<file path="config.mk">
export PLATFORM = sky130hd
export DESIGN_NAME = text_memory_prefetch_interface_flat
export DESIGN_NICKNAME = d
export VERILOG_FILES = /design/src/rtl/text_memory_prefetch_interface_pkg.sv /design/src/rtl/text_memory_prefetch_interface_if.sv /design/src/rtl/text_memory_prefetch_interface_fifo.sv /design/src/rtl/text_memory_prefetch_interface.sv /design/src/flat_wrapper.sv
export SDC_FILE = /design/constraint.sdc
export NUM_CORES = 1
export LEC_CHECK = 0
export ABC_AREA = 1
export CAP_MARGIN = 20
export CELL_PAD_IN_SITES_DETAIL_PLACEMENT = 1
export CELL_PAD_IN_SITES_GLOBAL_PLACEMENT = 1
export CORE_ASPECT_RATIO = 1.4
export CORE_MARGIN = 4
export CORE_UTILIZATION = 45
export DETAILED_ROUTE_END_ITERATION = 8
export GPL_ROUTABILITY_DRIVEN = 0
export PLACE_DENSITY_LB_ADDON = 0.1
export SLEW_MARGIN = 20
export SYNTH_ARGS = -nofsm -noshare
export SYNTH_HDL_FRONTEND = slang
export SYNTH_HIERARCHICAL = 1
export SYNTH_SLANG_ARGS = --single-unit
</file>
<file path="constraint.sdc">
create_clock -name clock -period 10.45 [get_ports clock]
set_clock_uncertainty 0.1 [all_clocks]
set_input_delay 2.6125 -clock clock [delete_from_list [all_inputs] [get_ports clock]]
set_output_delay 2.6125 -clock clock [all_outputs]
set_load 0.03 [all_outputs]
</file>
<file path="src/rtl/text_memory_prefetch_interface_pkg.sv">
// Shared types and defaults for the sequential instruction prefetcher.
// The reset PC and buffer sizing live here so the core and the bench agree on them.
package text_memory_prefetch_interface_pkg;

    typedef logic [31:0] word_t;

    localparam word_t INITIAL_PC               = 32'h0040_0000;
    localparam int    PREFETCH_DEPTH           = 4;
    localparam int    PREFETCH_MAX_OUTSTANDING = 2;
    localparam word_t WORD_BYTES               = 32'd4;

    // What happens to a response beat arriving this cycle
    typedef enum logic [1:0] {
        BEAT_NONE,
        BEAT_PUSH,
        BEAT_DROP,
        BEAT_ORPHAN
    } beat_kind_t;

    function automatic word_t next_word(input word_t addr);
        return addr + WORD_BYTES;
    endfunction

endpackage

</file>
<file path="src/rtl/text_memory_prefetch_interface_if.sv">
// Pipelined in-order instruction bus: the prefetcher is master, memory is slave.
interface text_memory_prefetch_interface_if;
    import text_memory_prefetch_interface_pkg::*;

    word_t inst_address;
    logic  inst_read_enable;
    logic  inst_wait_req;
    logic  inst_valid;
    word_t inst_data;

    modport master (
        output inst_address,
        output inst_read_enable,
        input  inst_wait_req,
        input  inst_valid,
        input  inst_data
    );

    modport slave (
        input  inst_address,
        input  inst_read_enable,
        output inst_wait_req,
        output inst_valid,
        output inst_data
    );

endinterface

</file>
<file path="src/rtl/text_memory_prefetch_interface_fifo.sv">
// DEPTH x 32 synchronous FIFO holding prefetched words; head word is visible combinationally.
module prefetch_fifo
    import text_memory_prefetch_interface_pkg::*;
#(
    parameter  int DEPTH = PREFETCH_DEPTH,
    localparam int PTR_W = $clog2(DEPTH),
    localparam int CNT_W = $clog2(DEPTH + 1)
) (
    input  logic             clock,
    input  logic             reset,
    input  logic             flush,
    input  logic             push,
    input  word_t            push_data,
    input  logic             pop,
    output word_t            head_data,
    output logic [CNT_W-1:0] count
);

    word_t            storage [DEPTH];
    logic [PTR_W-1:0] head_ptr;
    logic [PTR_W-1:0] tail_ptr;

    always_ff @(posedge clock) begin
        if (push) begin
            storage[tail_ptr] <= push_data;
        end
    end

    // DEPTH is a power of two, so the pointers wrap on their own
    always_ff @(posedge clock) begin
        if (reset || flush) begin
            head_ptr <= '0;
            tail_ptr <= '0;
            count    <= '0;
        end else begin
            if (push) begin
                tail_ptr <= tail_ptr + PTR_W'(1);
            end
            if (pop) begin
                head_ptr <= head_ptr + PTR_W'(1);
            end
            count <= count + CNT_W'(push) - CNT_W'(pop);
        end
    end

    assign head_data = storage[head_ptr];

endmodule

</file>
<file path="src/rtl/text_memory_prefetch_interface.sv">
// Sequential instruction prefetcher between the core and a pipelined in-order bus.
// Any pc that differs from the buffered head is a redirect: flush and discard in-flight beats.
module text_memory_prefetch_interface
    import text_memory_prefetch_interface_pkg::*;
#(
    parameter int    DEPTH           = PREFETCH_DEPTH,
    parameter int    MAX_OUTSTANDING = PREFETCH_MAX_OUTSTANDING,
    parameter word_t RESET_PC        = INITIAL_PC
) (
    input  logic  clock,
    input  logic  reset,
    input  word_t pc,
    input  logic  next_inst,
    output logic  inst_available,
    output word_t inst,
    text_memory_prefetch_interface_if.master bus
);

    localparam int CNT_W = $clog2(DEPTH + 1);
    localparam int OUT_W = $clog2(MAX_OUTSTANDING + 1);

    word_t            head_pc;
    word_t            fetch_pc;
    logic [OUT_W-1:0] inflight;
    logic [OUT_W-1:0] discard;
    logic [CNT_W-1:0] count;
    word_t            head_data;

    beat_kind_t       beat;
    logic             mismatch;
    logic             hit;
    logic             read_enable;
    logic             accept;
    logic             push;
    logic             pop;
    logic             beat_consumed;
    logic [OUT_W-1:0] flush_discard;

    always_comb begin
        beat = BEAT_NONE;
        if (bus.inst_valid) begin
            if (discard != '0) begin
                beat = BEAT_DROP;
            end else if (inflight != '0) begin
                beat = BEAT_PUSH;
            end else begin
                beat = BEAT_ORPHAN;
            end
        end
    end

    // Issue only while the buffer has a reserved slot for every request in flight
    always_comb begin
        mismatch      = (pc != head_pc);
        hit           = !reset && (count != '0) && !mismatch;
        read_enable   = !reset && !mismatch
                        && ((int'(count) + int'(inflight)) < DEPTH)
                        && ((int'(inflight) + int'(discard)) < MAX_OUTSTANDING);
        accept        = read_enable && !bus.inst_wait_req;
        push          = (beat == BEAT_PUSH) && !mismatch;
        pop           = next_inst && hit;
        beat_consumed = (beat == BEAT_PUSH) || (beat == BEAT_DROP);
        flush_discard = discard + inflight - OUT_W'(beat_consumed);
    end

    assign inst_available       = hit;
    assign inst                 = head_data;
    assign bus.inst_read_enable = read_enable;
    assign bus.inst_address     = fetch_pc;

    always_ff @(posedge clock) begin
        if (reset) begin
            head_pc  <= RESET_PC;
            fetch_pc <= RESET_PC;
            inflight <= '0;
            discard  <= '0;
        end else if (mismatch) begin
            head_pc  <= pc;
            fetch_pc <= pc;
            inflight <= '0;
            discard  <= flush_discard;
        end else begin
            if (pop) begin
                head_pc <= next_word(head_pc);
            end
            if (accept) begin
                fetch_pc <= next_word(fetch_pc);
            end
            inflight <= inflight + OUT_W'(accept) - OUT_W'(push);
            if (beat == BEAT_DROP) begin
                discard <= discard - OUT_W'(1);
            end
        end
    end

    prefetch_fifo #(
        .DEPTH(DEPTH)
    ) fifo (
        .clock     (clock),
        .reset     (reset),
        .flush     (mismatch),
        .push      (push),
        .push_data (bus.inst_data),
        .pop       (pop),
        .head_data (head_data),
        .count     (count)
    );

    // A beat with nothing outstanding means the bus broke its ordering contract
    orphan_beat_check: assert property (@(posedge clock) disable iff (reset) beat != BEAT_ORPHAN);

endmodule

</file>
<file path="src/flat_wrapper.sv">
// flat-port wrapper written by rule: the top's interface ports become plain ports
module text_memory_prefetch_interface_flat import text_memory_prefetch_interface_pkg::*;
#(
    parameter int    DEPTH           = PREFETCH_DEPTH,
    parameter int    MAX_OUTSTANDING = PREFETCH_MAX_OUTSTANDING,
    parameter word_t RESET_PC        = INITIAL_PC
)
  (clock, reset, pc, next_inst, inst_available, inst, bus_inst_address, bus_inst_read_enable, bus_inst_wait_req, bus_inst_valid, bus_inst_data);
  text_memory_prefetch_interface_if bus_i ();
  input  logic clock;
  input  logic reset;
  input  word_t pc;
  input  logic next_inst;
  output logic inst_available;
  output word_t inst;
  output wire logic [$bits(bus_i.inst_address)-1:0] bus_inst_address;
  output wire logic [$bits(bus_i.inst_read_enable)-1:0] bus_inst_read_enable;
  input wire logic [$bits(bus_i.inst_wait_req)-1:0] bus_inst_wait_req;
  input wire logic [$bits(bus_i.inst_valid)-1:0] bus_inst_valid;
  input wire logic [$bits(bus_i.inst_data)-1:0] bus_inst_data;
  assign bus_inst_address = bus_i.inst_address;
  assign bus_inst_read_enable = bus_i.inst_read_enable;
  assign bus_i.inst_wait_req = bus_inst_wait_req;
  assign bus_i.inst_valid = bus_inst_valid;
  assign bus_i.inst_data = bus_inst_data;
  text_memory_prefetch_interface #(.DEPTH(DEPTH), .MAX_OUTSTANDING(MAX_OUTSTANDING), .RESET_PC(RESET_PC)) u_core (.clock(clock), .reset(reset), .pc(pc), .next_inst(next_inst), .inst_available(inst_available), .inst(inst), .bus(bus_i));
endmodule
</file>
== Yosys cells after proc, flatten, opt, wreduce, memory -nomap -nowiden ==
Memories as Yosys holds them, arrays and structs flattened. A register that Yosys moved wholly into a read port is not among the register bits.
Index checks and enable logic that the tools add are counted.

* Add/subtract/negate cells: 13
* Magnitude comparators: 2
* Equal/unequal tests: 3
* Multiplexer cells: 13
* Reductions and logical operators: 20

{| class="wikitable"
|+ Operators by type and width
! cell !! count
|-
| $mux 32 || 4
|-
| $add 32x3->32 const B || 2
|-
| $lt 32x3->1 const B || 1
|-
| $lt 32x4->1 const B || 1
|-
| $ne 32x32->1 || 1
|-
| $mux 2 || 7
|-
| $reduce_bool 2->1 || 5
|-
| $logic_and 1x1->1 || 8
|-
| $add 2x1->2 const B || 2
|-
| $add 3x2->4 || 1
|-
| $sub 2x1->2 || 2
|-
| $add 2x2->3 || 1
|-
| $add 3x1->3 || 1
|-
| $logic_not 1->1 || 3
|-
| $reduce_bool 3->1 || 1
|-
| $sub 3x1->3 || 1
|-
| $add 2x1->2 || 1
|-
| $add 2x2->2 || 1
|-
| $eq 2x1->1 const B || 1
|-
| $eq 2x2->1 const B || 1
|-
| $logic_or 1x1->1 || 2
|-
| $mux 1 || 2
|-
| $reduce_or 2->1 || 1
|-
| $sub 2x1->2 const B || 1
|}

* Register bits: 75
* RAM bits: 128
* Input bits: 69
* Memories kept: 1

{| class="wikitable"
|+ Memory list
! memory !! words !! width !! read ports !! clocked after Yosys merged registers in !! write ports !! RTL line !! text
|-
| u_core.fifo.storage || 4 || 32 || 1 || 1 || 1 || text_memory_prefetch_interface_fifo.sv:19 || <nowiki>word_t storage [DEPTH];</nowiki>
|}

== Longest topological paths before layout ==
Gate-level depths: netlist of the first run.

* Word-level depth: 8
* Mapped depth: 20

== Hierarchy ==
The synthesis of the first run kept the hierarchy.

{| class="wikitable"
|+ Modules (own cells, without submodules)
! module !! times used !! cells each !! area each (µm²) !! seq. area each (µm²)
|-
| text_memory_prefetch_interface || 1 || 1,040 || 5,910.7 || 1,321.3
|-
| prefetch_fifo || 1 || 399 || 5,250.0 || 4,023.9
|}

== Worst setup path after synthesis of the first run ==
No wires, ideal clock.

* Path type: input -> output
* Start: input port pc[0]
* End: output port bus_inst_read_enable
* Data arrival time: 3.799 ns
* Data required time: 7.737 ns
* Setup slack: 3.938 ns
* Cell stages on the path: 10
* Path buffers: 0
* Path through: inv_1 nand2_1 nand2_1 nor2_1 nand2_1 nor2_1 nand2_2 nor2_8 nand2_2 nor2_1

* Cells in the longest elaborated chain, start to end: 5

{| class="wikitable"
|+ Ends and longest elaborated chain
! element !! RTL line !! text
|-
| from (decl) || flat_wrapper.sv:12 || <nowiki>input word_t pc;</nowiki>
|-
| $ne 32x32->1 || text_memory_prefetch_interface.sv:54 || <nowiki>mismatch = (pc != head_pc);</nowiki>
|-
| $logic_not 1->1 || text_memory_prefetch_interface.sv:56 || <nowiki>read_enable = !reset && !mismatch</nowiki>
|-
| $logic_and 1x1->1 || text_memory_prefetch_interface.sv:56 ||
|-
| $logic_and 1x1->1 || text_memory_prefetch_interface.sv:57 || <nowiki>&& ((int'(count) + int'(inflight)) < DEPTH)</nowiki>
|-
| $logic_and 1x1->1 || text_memory_prefetch_interface.sv:58 || <nowiki>&& ((int'(inflight) + int'(discard)) < MAX_OUTSTANDING);</nowiki>
|-
| to (decl) || flat_wrapper.sv:17 || <nowiki>output wire logic [$bits(bus_i.inst_read_enable)-1:0] bus_inst_read_enable;</nowiki>
|}

No other way between the ends.

== Worst setup path in the final report of the first run ==
* Start: input port pc[7]
* End: output port bus_inst_read_enable

The elaborated chain is that of the path after synthesis.

==> flow_metrics.env, run 1 <==
export IMPL_status="finished, final reports clean"
export IMPL_synth_seq_cells=203
export IMPL_hp_class="reg -> reg"
export IMPL_fp_dieArea_mm2=0.0274
export IMPL_io_pins=135
export IMPL_drv_slew=0
export IMPL_cts_htree_levels=1
export IMPL_synth_cell_type_count=35
export IMPL_cp_data_arrival_time_ns=5.26
export IMPL_post_cts_repair_setup_buffers=0
export IMPL_die_width_um=141
export IMPL_nets=1625
export IMPL_cts_max_path_buffers=3
export IMPL_switching_share=0.243
export IMPL_rsz0062_at_grt="no"
export IMPL_ant_nets=0
export IMPL_ys_seq_area_frac=0.479
export IMPL_hold_viol_final=0
export IMPL_cts_root_buffer="clkbuf_16"
export IMPL_crit_family="simple AND/OR/NAND/NOR gates"
export IMPL_clock_power_share=0.425
export IMPL_irDropWorstVdd_mv=0.113
export IMPL_detail_route_first_pass_iterations=5
export IMPL_area_growth_pct=19.8
export IMPL_start_util=0.461
export IMPL_wirelength_um=35400
export IMPL_rows=67
export IMPL_antenna_found_initial=0
export IMPL_internal_power_w=0.00139
export IMPL_seq_power_share=0.484
export IMPL_syn_inst=1439
export IMPL_combPwrFrac=0.091
export IMPL_fmax_mhz=125
export IMPL_fillers=3025
export IMPL_powerDensity_mw_per_mm2=137
export IMPL_via_per_inst=5.45
export IMPL_cp_max_fo=25
export IMPL_setup_tns_ns=0
export IMPL_grt_max_degree=79
export IMPL_overflow=0
export IMPL_crit_chain="clkdlybuf4s50_1, inv_1, nand2_1, nand2_1, nor2_1, nand2_1, nor2_1, nand2_1, nor2_8, nand2_2, nor2_1, clkdlybuf4s50_1"
export IMPL_syn_num_nets=1525
export IMPL_fin_hold_ws_ns=0.403
export IMPL_p_leak_nw=5.42
export IMPL_crit_top_cell="nand2_1"
export IMPL_cpPeakStageDelay_ns=0.72
export IMPL_cts_tree="built"
export IMPL_crit_path_start_kind="input port"
export IMPL_crit_required_ns=7.74
export IMPL_diodes=0
export IMPL_min_period_ns=7.98
export IMPL_dp_hpwl_um=24700
export IMPL_grt_pass1_vias=10400
export IMPL_portBuffers=134
export IMPL_syn_avg_cell_area_um2=7.76
export IMPL_grt_usage=0.253
export IMPL_critPathBufInv=3
export IMPL_drive_above_1_share=0.0502
export IMPL_grt_pass1_wl_um=55900
export IMPL_cap_violations=0
export IMPL_cts_sinks=203
export IMPL_placed_area_mm2=0.0126
export IMPL_clk_pin_slew_ns=0.06
export IMPL_endpoint_kind="primary output"
export IMPL_num_vias=10200
export IMPL_worst_pin_slew_ns=1.01
export IMPL_finalSetupViolations=0
export IMPL_p_total_w=0.00184
export IMPL_die_h_um=194
export IMPL_cts_hold_buf=0
export IMPL_path_class="in -> out"
export IMPL_drt_iter0_drc=466
export IMPL_synth_area_mm2=0.0112
export IMPL_multi_input_comb_area_mm2=0.00502
export IMPL_drc=0
export IMPL_yosys_warnings=6
export IMPL_worst_slew_margin_rel=0.321
export IMPL_cpMaxStageDelayCell="clkdlybuf4s50_1"
export IMPL_final_area_mm2=0.0134
export IMPL_wl_per_cell_um=19.0
export IMPL_fin_crit_sh=0.763
export IMPL_cts_buffers=22
export IMPL_ctsResizeCount=0
export IMPL_clock_latency_ns=0.51
export IMPL_power_switching_w=0.000447
export IMPL_core_mm2=0.0242
export IMPL_regArea_mm2=0.00535
==> cell usage in the layout, fill, tap and decap left out, types with 2 or more instances in the layout <==
cell / instances
nand2_1: 461
nor2_1: 221
clkdlybuf4s50_1: 133
edfxtp_1: 128
inv_1: 99
dfxtp_1: 74
o21ai_0: 55
a21oi_1: 52
o21ai_1: 47
nand3_1: 40
xor2_1: 38
o211ai_1: 28
clkbuf_16: 23
o311ai_0: 16
buf_4: 16
xnor2_1: 15
ha_1: 15
nor3_1: 12
nand3b_1: 12
o311ai_1: 12
inv_2: 12
nand4_1: 6
clkbuf_8: 4
or2_2: 4
clkinv_2: 3
clkinvlp_4: 3
clkbuf_1: 3
clkinv_1: 3
nor4_1: 2
nor2_2: 2
nand2_2: 2
fa_1: 2
==> registers in the layout (all words and copies together), names as in the netlist, named ones only <==
signal,cells
u_core/discard,2
u_core/fifo/tail_ptr,2
u_core/fifo/storage,128
u_core/fifo/count,3
u_core/head_pc,31
u_core/fifo/head_ptr,2
u_core/inflight,2
u_core/bus.inst_address,31
==> metal layers <==
| metal | track usage | part of all wire | vias to the layer above | wire, um |
|---|---|---|---|---|
| li1 | - | - | 4908 | - |
| met3 | 0.0192 | 0.036 | 62 | 1270 |
| met4 | 0.0822 | 0.032 | 0 | 1140 |
| met5 | 0 | 0 | - | 0 |
| met1 | 0.286 | 0.39 | 4959 | 13600 |
| met2 | 0.494 | 0.55 | 229 | 19300 |
==> through the flow <==
stage | setup slack, ns | util | std cells
CTS | 2.48 | 0.552 | 1865
floorplan | 3.94 | - | 1439
finish | 2.47 | 0.552 | 1865
detailed placement | 2.48 | 0.522 | 1825
global placement | 2.52 | 0.521 | 1825
global route | 2.30 | 0.552 | 1865
==> cell usage after synthesis, drive strengths merged <==
cell type	instances	share of area
nor2	224	0.077
buf	47	0.026
mux2i	1	0.00090
o211ai	28	0.019
fa	2	0.0036
o311ai	28	0.022
nand3	40	0.018
nand3b	12	0.0081
clkbuf	27	0.0091
xor2	38	0.030
inv	111	0.037
o21ai	102	0.046
ha	15	0.017
clkinv	2	0.00067
a21oi	52	0.023
nor4	3	0.0017
nand2	463	0.16
o31ai	1	0.00067
xnor2	15	0.012
or2	4	0.0022
nor3	13	0.0068
and2	1	0.00056
dfxtp	75	0.13
nand4	6	0.0034
nor3b	1	0.00067
edfxtp	128	0.34
==> cell families after synthesis <==
group                      count (synthesis)  share of synthesized area
and+or+nand+nor                          767                      0.274
AOI/OAI and AO/OA                        211                      0.111
DFF                                      203                      0.479
buffers and inverters                    187                     0.0733
xor gates and xnor gates                  53                     0.0416
adders and majority gates                 17                     0.0204
muxes                                      1                   0.000897
==> power groups by stage <==
stage	sequential (W)	clock, W	combinational (W)
floorplan	0.000907	0	0.0000810
global placement	0.000905	0	0.000160
detailed placement	0.000905	0	0.000166
CTS	0.000888	0.000798	0.000168
global route	0.000890	0.000830	0.000183
finish	0.000888	0.000781	0.000167
==> cell type report <==
cell class,instances,area share
Clock buffer,30,0.0480
Tap cell,310,0.0290
Multi-Input combinational cell,1049,0.376
Inverter,113,0.0317
Timing Repair Buffer,150,0.109
Clock inverter,10,0.00665
Sequential cell,203,0.400
==> path summary, 6_finish.rpt <==
| kind | startpoint | endpoint | slack (ns) | depth (start not counted) |
|---|---|---|---|---|
| hold reg to reg | u_core/fifo/tail_ptr[0]$_SDFFE_PP0P_ | u_core/fifo/tail_ptr[0]$_SDFFE_PP0P_ | 0.40 | 2 |
| setup / recovery | pc[7] | bus_inst_read_enable | 2.47 | 12 |
| setup reg to reg | u_core/head_pc[7]$_SDFFE_PP0P_ | u_core/fifo/count[2]$_SDFF_PP0_ | 6.37 | 20 |
| hold / removal | u_core/fifo/tail_ptr[0]$_SDFFE_PP0P_ | u_core/fifo/tail_ptr[0]$_SDFFE_PP0P_ | 0.40 | 2 |
==> tightest hold or removal path, stage by stage, from the launching register on <==
cell and delay, ns:
dfxtp_1 0.34, nand2_1 0.07, a21oi_1 0.05
Power figures use the tool's default switching activity.
==> run 2, diff against run 1 <==
- CORE_UTILIZATION: 45 -> 42
- clock period: 10.45 -> 7.5 ns (I/O delays scaled with it)
==> run 2 against run 1 <==
  * Total power rose by 40%
  * Largest cell class unchanged
  * Hold slack better by 0.0081 ns
  * Critical endpoint unchanged
  * Sequential power up 40%
  * Register-to-register slack worse by 2.7 ns
  * Critical path depth is the same
  * Non-clock buffer count is 2 higher
==> flow_metrics.env, run 2 (same netlist as run 1, synthesis figures left out) <==
export IMPL_switching_share=0.239
export IMPL_overflow=0
export IMPL_dp_cells=1841
export IMPL_final_util=0.512
export IMPL_r2r_cells=21
export IMPL_diodes=0
export IMPL_clk_pin_slew_ns=0.07
export IMPL_cts_max_path_buffers=3
export IMPL_cp_data_arrival_time_ns=4.31
export IMPL_nets=1627
export IMPL_grt_max_degree=78
export IMPL_finalSetupViolations=0
export IMPL_grt_pass1_wl_um=55400
export IMPL_num_vias=9950
export IMPL_detail_route_first_pass_iterations=4
export IMPL_combPwrFrac=0.090
export IMPL_min_period_ns=6.28
export IMPL_hold_viol_final=0
export IMPL_internal_power_w=0.00196
export IMPL_cts_tree="built"
export IMPL_ctsResizeCount=0
export IMPL_p_leak_nw=5.44
export IMPL_drc=0
export IMPL_portBuffers=134
export IMPL_fmax_mhz=159
export IMPL_antenna_found_initial=0
export IMPL_die_width_um=146
export IMPL_drv_slew=0
export IMPL_drt_iter0_drc=347
export IMPL_cts_root_buffer="clkbuf_16"
export IMPL_io_pins=135
export IMPL_irDropWorstVdd_mv=0.130
export IMPL_rsz0062_at_grt="no"
export IMPL_cp_max_fo=5
export IMPL_fin_ws_ns=1.22
export IMPL_fp_dieArea_mm2=0.0293
export IMPL_fillers=3233
export IMPL_p_total_w=0.00257
export IMPL_cap_violations=0
export IMPL_cts_buffers=22
export IMPL_crit_path_start_kind="input port"
export IMPL_clock_latency_ns=0.50
export IMPL_instances_no_fill=1881
export IMPL_layout_commonest_cell="nand2_1"
export IMPL_dp_hpwl_um=24400
export IMPL_worst_pin_slew_ns=1.02
export IMPL_clock_power_share=0.429
export IMPL_wirelength_um=34600
export IMPL_via_per_inst=5.29
export IMPL_cts_hold_buf=0
export IMPL_setup_tns_ns=0
export IMPL_die_h_um=201
export IMPL_status="finished, final reports clean"
export IMPL_crit_required_ns=5.53
export IMPL_cts_sinks=203
export IMPL_largest_reg_flops=128
export IMPL_start_util=0.426
export IMPL_cts_htree_levels=1
export IMPL_path_class="in -> out"
export IMPL_drive_above_1_share=0.0501
export IMPL_grt_usage=0.233
export IMPL_ant_nets=0
export IMPL_top_register="u_core/fifo/storage"
export IMPL_place_ws_ns=1.18
export IMPL_wl_per_cell_um=18.4
export IMPL_rows=70
export IMPL_worst_slew_margin_rel=0.318
export IMPL_post_cts_repair_setup_buffers=0
export IMPL_powerDensity_mw_per_mm2=192
export IMPL_core_mm2=0.0262
export IMPL_endpoint_kind="primary output"
export IMPL_grt_pass1_vias=10200
export IMPL_hold_depth=2
export IMPL_seq_power_share=0.482
export IMPL_power_switching_w=0.000613
export IMPL_hp_class="reg -> reg"
export IMPL_area_growth_pct=20.1
export IMPL_fin_crit_sh=0.837
export IMPL_final_cell_mix="461 x nand2_1, 221 x nor2_1, 133 x clkdlybuf4s50_1"
## run 2: final cells by class
| type | count | area (um^2) | area share |
|---|---|---|---|
| Multi-Input combinational cell | 1049 | 5020 | 0.374 |
| Inverter | 113 | 424 | 0.0316 |
| Tap cell | 324 | 405 | 0.0302 |
| Clock buffer | 28 | 624 | 0.0466 |
| Timing Repair Buffer | 152 | 1470 | 0.110 |
| Sequential cell | 203 | 5350 | 0.399 |
| Clock inverter | 12 | 116 | 0.00868 |
## run 2: power groups by stage
stage	logic (W)	clock network [W]	registers, W
after detailed placement	0.000232	0	0.00126
after global routing	0.000255	0.00118	0.00124
after CTS	0.000234	0.00113	0.00124
after floorplan	0.000113	0	0.00126
after global placement	0.000225	0	0.00126
final	0.000231	0.00110	0.00124
## run 2: final timing paths
path                                                      startpoint                              endpoint  slack [ns]
worst max-delay path                                          pc[29]                  bus_inst_read_enable        1.22
worst min-delay path            u_core/fifo/tail_ptr[0]$_SDFFE_PP0P_  u_core/fifo/tail_ptr[0]$_SDFFE_PP0P_        0.41
worst max register to register        u_core/head_pc[4]$_SDFFE_PP0P_       u_core/fifo/count[2]$_SDFF_PP0_        3.72
worst min register to register  u_core/fifo/tail_ptr[0]$_SDFFE_PP0P_  u_core/fifo/tail_ptr[0]$_SDFFE_PP0P_        0.41
## run 2: critical path: stages
cell             delay (ns)
clkdlybuf4s50_1        0.51
inv_1                  0.07
nand2_1                0.06
nand2_1                0.05
nor2_1                 0.10
nand2_1                0.07
nor2_1                 0.27
nand2_2                0.14
nor2_8                 0.14
nand2_2                0.13
nor2_1                 0.17
clkdlybuf4s50_1        0.72
## run 2: per-stage QoR
| stage | area [um^2] | hold WS, ns |
|---|---|---|
| floorplan | 11200 | 0.371 |
| CTS | 13400 | 0.417 |
| finish | 13400 | 0.411 |
| global route | 13400 | 0.451 |
| global placement | 12700 | 0.395 |
| detailed placement | 12700 | 0.404 |
## run 2: routing by layer
metal / GRT usage / up-vias / part of all wire
li1: - / 4910 / -
met1: 0.267 / 4813 / 0.40
met2: 0.451 / 174 / 0.54
met3: 0.0239 / 53 / 0.032
met4: 0.0740 / 0 / 0.033
met5: 0 / - / 0
==> run 3, diff against run 2 <==
- CORE_UTILIZATION: 42 -> 38
- clock period: 7.5 -> 5.6 ns (I/O delays scaled with it)
==> run 3 against run 2 <==
  * Total power up 30%
  * Register-to-register slack got worse by 1.3 ns
  * Flip-flop and latch count is the same
  * Combinational power up 33%
  * Clock power up 26%
  * Worst setup slack worse by 0.61 ns
  * Via count is 1.0% lower
==> flow_metrics.env, run 3 (same netlist as run 1, synthesis figures left out) <==
export IMPL_num_vias=9849
export IMPL_cp_max_fo=5
export IMPL_dp_hpwl_um=24900
export IMPL_die_width_um=153
export IMPL_die_h_um=211
export IMPL_setup_tns_ns=0
export IMPL_antenna_found_initial=0
export IMPL_crit_path_start_kind="input port"
export IMPL_fin_crit_sh=0.892
export IMPL_cap_violations=0
export IMPL_cts_buffers=23
export IMPL_core_mm2=0.0291
export IMPL_internal_power_w=0.00252
export IMPL_cts_hold_buf=0
export IMPL_layout_commonest_cell="nand2_1"
export IMPL_power_switching_w=0.000829
export IMPL_ant_nets=0
export IMPL_endpoint_kind="primary output"
export IMPL_hold_viol_final=0
export IMPL_fp_dieArea_mm2=0.0322
export IMPL_portBuffers=134
export IMPL_powerDensity_mw_per_mm2=249
export IMPL_grt_usage=0.211
export IMPL_cts_sinks=203
export IMPL_switching_share=0.247
export IMPL_rows=74
export IMPL_wl_per_cell_um=18.0
export IMPL_cts_max_path_buffers=3
export IMPL_fin_hold_ws_ns=0.414
export IMPL_rsz0062_at_grt="no"
export IMPL_io_pins=135
export IMPL_final_area_mm2=0.0135
export IMPL_crit_required_ns=4.10
export IMPL_cts_htree_levels=1
export IMPL_start_util=0.384
export IMPL_post_cts_repair_setup_buffers=0
export IMPL_grt_max_degree=79
export IMPL_combPwrFrac=0.092
export IMPL_final_util=0.463
export IMPL_seq_power_share=0.495
export IMPL_drt_iter0_drc=350
export IMPL_finalSetupViolations=0
export IMPL_detail_route_first_pass_iterations=4
export IMPL_drv_slew=0
export IMPL_ctsResizeCount=0
export IMPL_drc=0
export IMPL_wirelength_um=34900
export IMPL_worst_pin_slew_ns=1.08
export IMPL_worst_slew_margin_rel=0.274
export IMPL_nets=1630
export IMPL_cp_data_arrival_time_ns=3.49
export IMPL_largest_reg_flops=128
export IMPL_grt_pass1_vias=10000
export IMPL_status="finished, final reports clean"
export IMPL_placed_area_mm2=0.0128
export IMPL_hp_class="reg -> reg"
export IMPL_path_class="in -> out"
export IMPL_fmax_mhz=200
export IMPL_fillers=3584
export IMPL_final_cell_mix="461 x nand2_1, 221 x nor2_1, 131 x clkdlybuf4s50_1"
export IMPL_cts_tree="built"
export IMPL_fin_ws_ns=0.607
export IMPL_drive_above_1_share=0.0519
export IMPL_grt_pass1_wl_um=54600
export IMPL_overflow=0
export IMPL_place_ws_ns=0.576
export IMPL_clk_pin_slew_ns=0.06
export IMPL_cts_root_buffer="clkbuf_16"
export IMPL_min_period_ns=4.99
export IMPL_clock_power_share=0.413
export IMPL_p_leak_nw=5.43
export IMPL_irDropWorstVdd_mv=0.124
export IMPL_clock_latency_ns=0.50
export IMPL_area_growth_pct=20.6
export IMPL_diodes=0
export IMPL_via_per_inst=5.08
export IMPL_top_register="u_core/fifo/storage"
==> run 3: cell type report <==
class,count,area [um^2],share of cell area
Clock inverter,13,76.3,0.00567
Timing Repair Buffer,154,1510,0.112
Tap cell,380,475,0.0353
Inverter,113,424,0.0315
Sequential cell,203,5350,0.397
Clock buffer,28,614,0.0456
Multi-Input combinational cell,1049,5020,0.373
==> run 3: final timing paths <==
| path | slack, ns | startpoint | cells after the start | endpoint |
|---|---|---|---|---|
| worst max register to register | 2.41 | u_core/head_pc[29]$_SDFFE_PP0P_ | 14 | u_core/bus.inst_address[23]$_SDFFE_PP0P_ |
| worst min-delay path | 0.41 | u_core/fifo/tail_ptr[1]$_SDFFE_PP0P_ | 2 | u_core/fifo/tail_ptr[1]$_SDFFE_PP0P_ |
| worst max-delay path | 0.61 | pc[21] | 12 | bus_inst_read_enable |
| worst min register to register | 0.41 | u_core/fifo/tail_ptr[1]$_SDFFE_PP0P_ | 2 | u_core/fifo/tail_ptr[1]$_SDFFE_PP0P_ |
==> run 3: through the flow <==
stage | cells | power (W)
detailed placement | 1899 | 0.00200
floorplan | 1439 | 0.00184
global placement | 1899 | 0.00199
global route | 1940 | 0.00349
CTS | 1940 | 0.00340
finish | 1940 | 0.00335
==> run 3: critical path: stages <==
cell,delay [ns]
clkdlybuf4s50_1,0.52
inv_1,0.07
nand2_1,0.06
nand2_1,0.05
nor2_1,0.26
nand2_1,0.09
nor2_1,0.11
nand2_1,0.13
nor2_8,0.11
nand2_2,0.12
nor2_1,0.37
buf_12,0.18
==> run 3: per-layer routing <==
metal	GRT usage	part of all wire	vias up
met3	0.0209	0.027	43
met2	0.408	0.53	153
met1	0.246	0.41	4736
met4	0.0639	0.030	0
li1	-	-	4917
met5	0	0	-
==> run 3: power groups by stage <==
stage               clock network [W]  registers, W  logic [W]
floorplan                           0       0.00169   0.000151
global placement                    0       0.00169   0.000302
detailed placement                  0       0.00169   0.000310
CTS                           0.00143       0.00166   0.000312
global route                  0.00149       0.00166   0.000340
finish                        0.00139       0.00166   0.000307
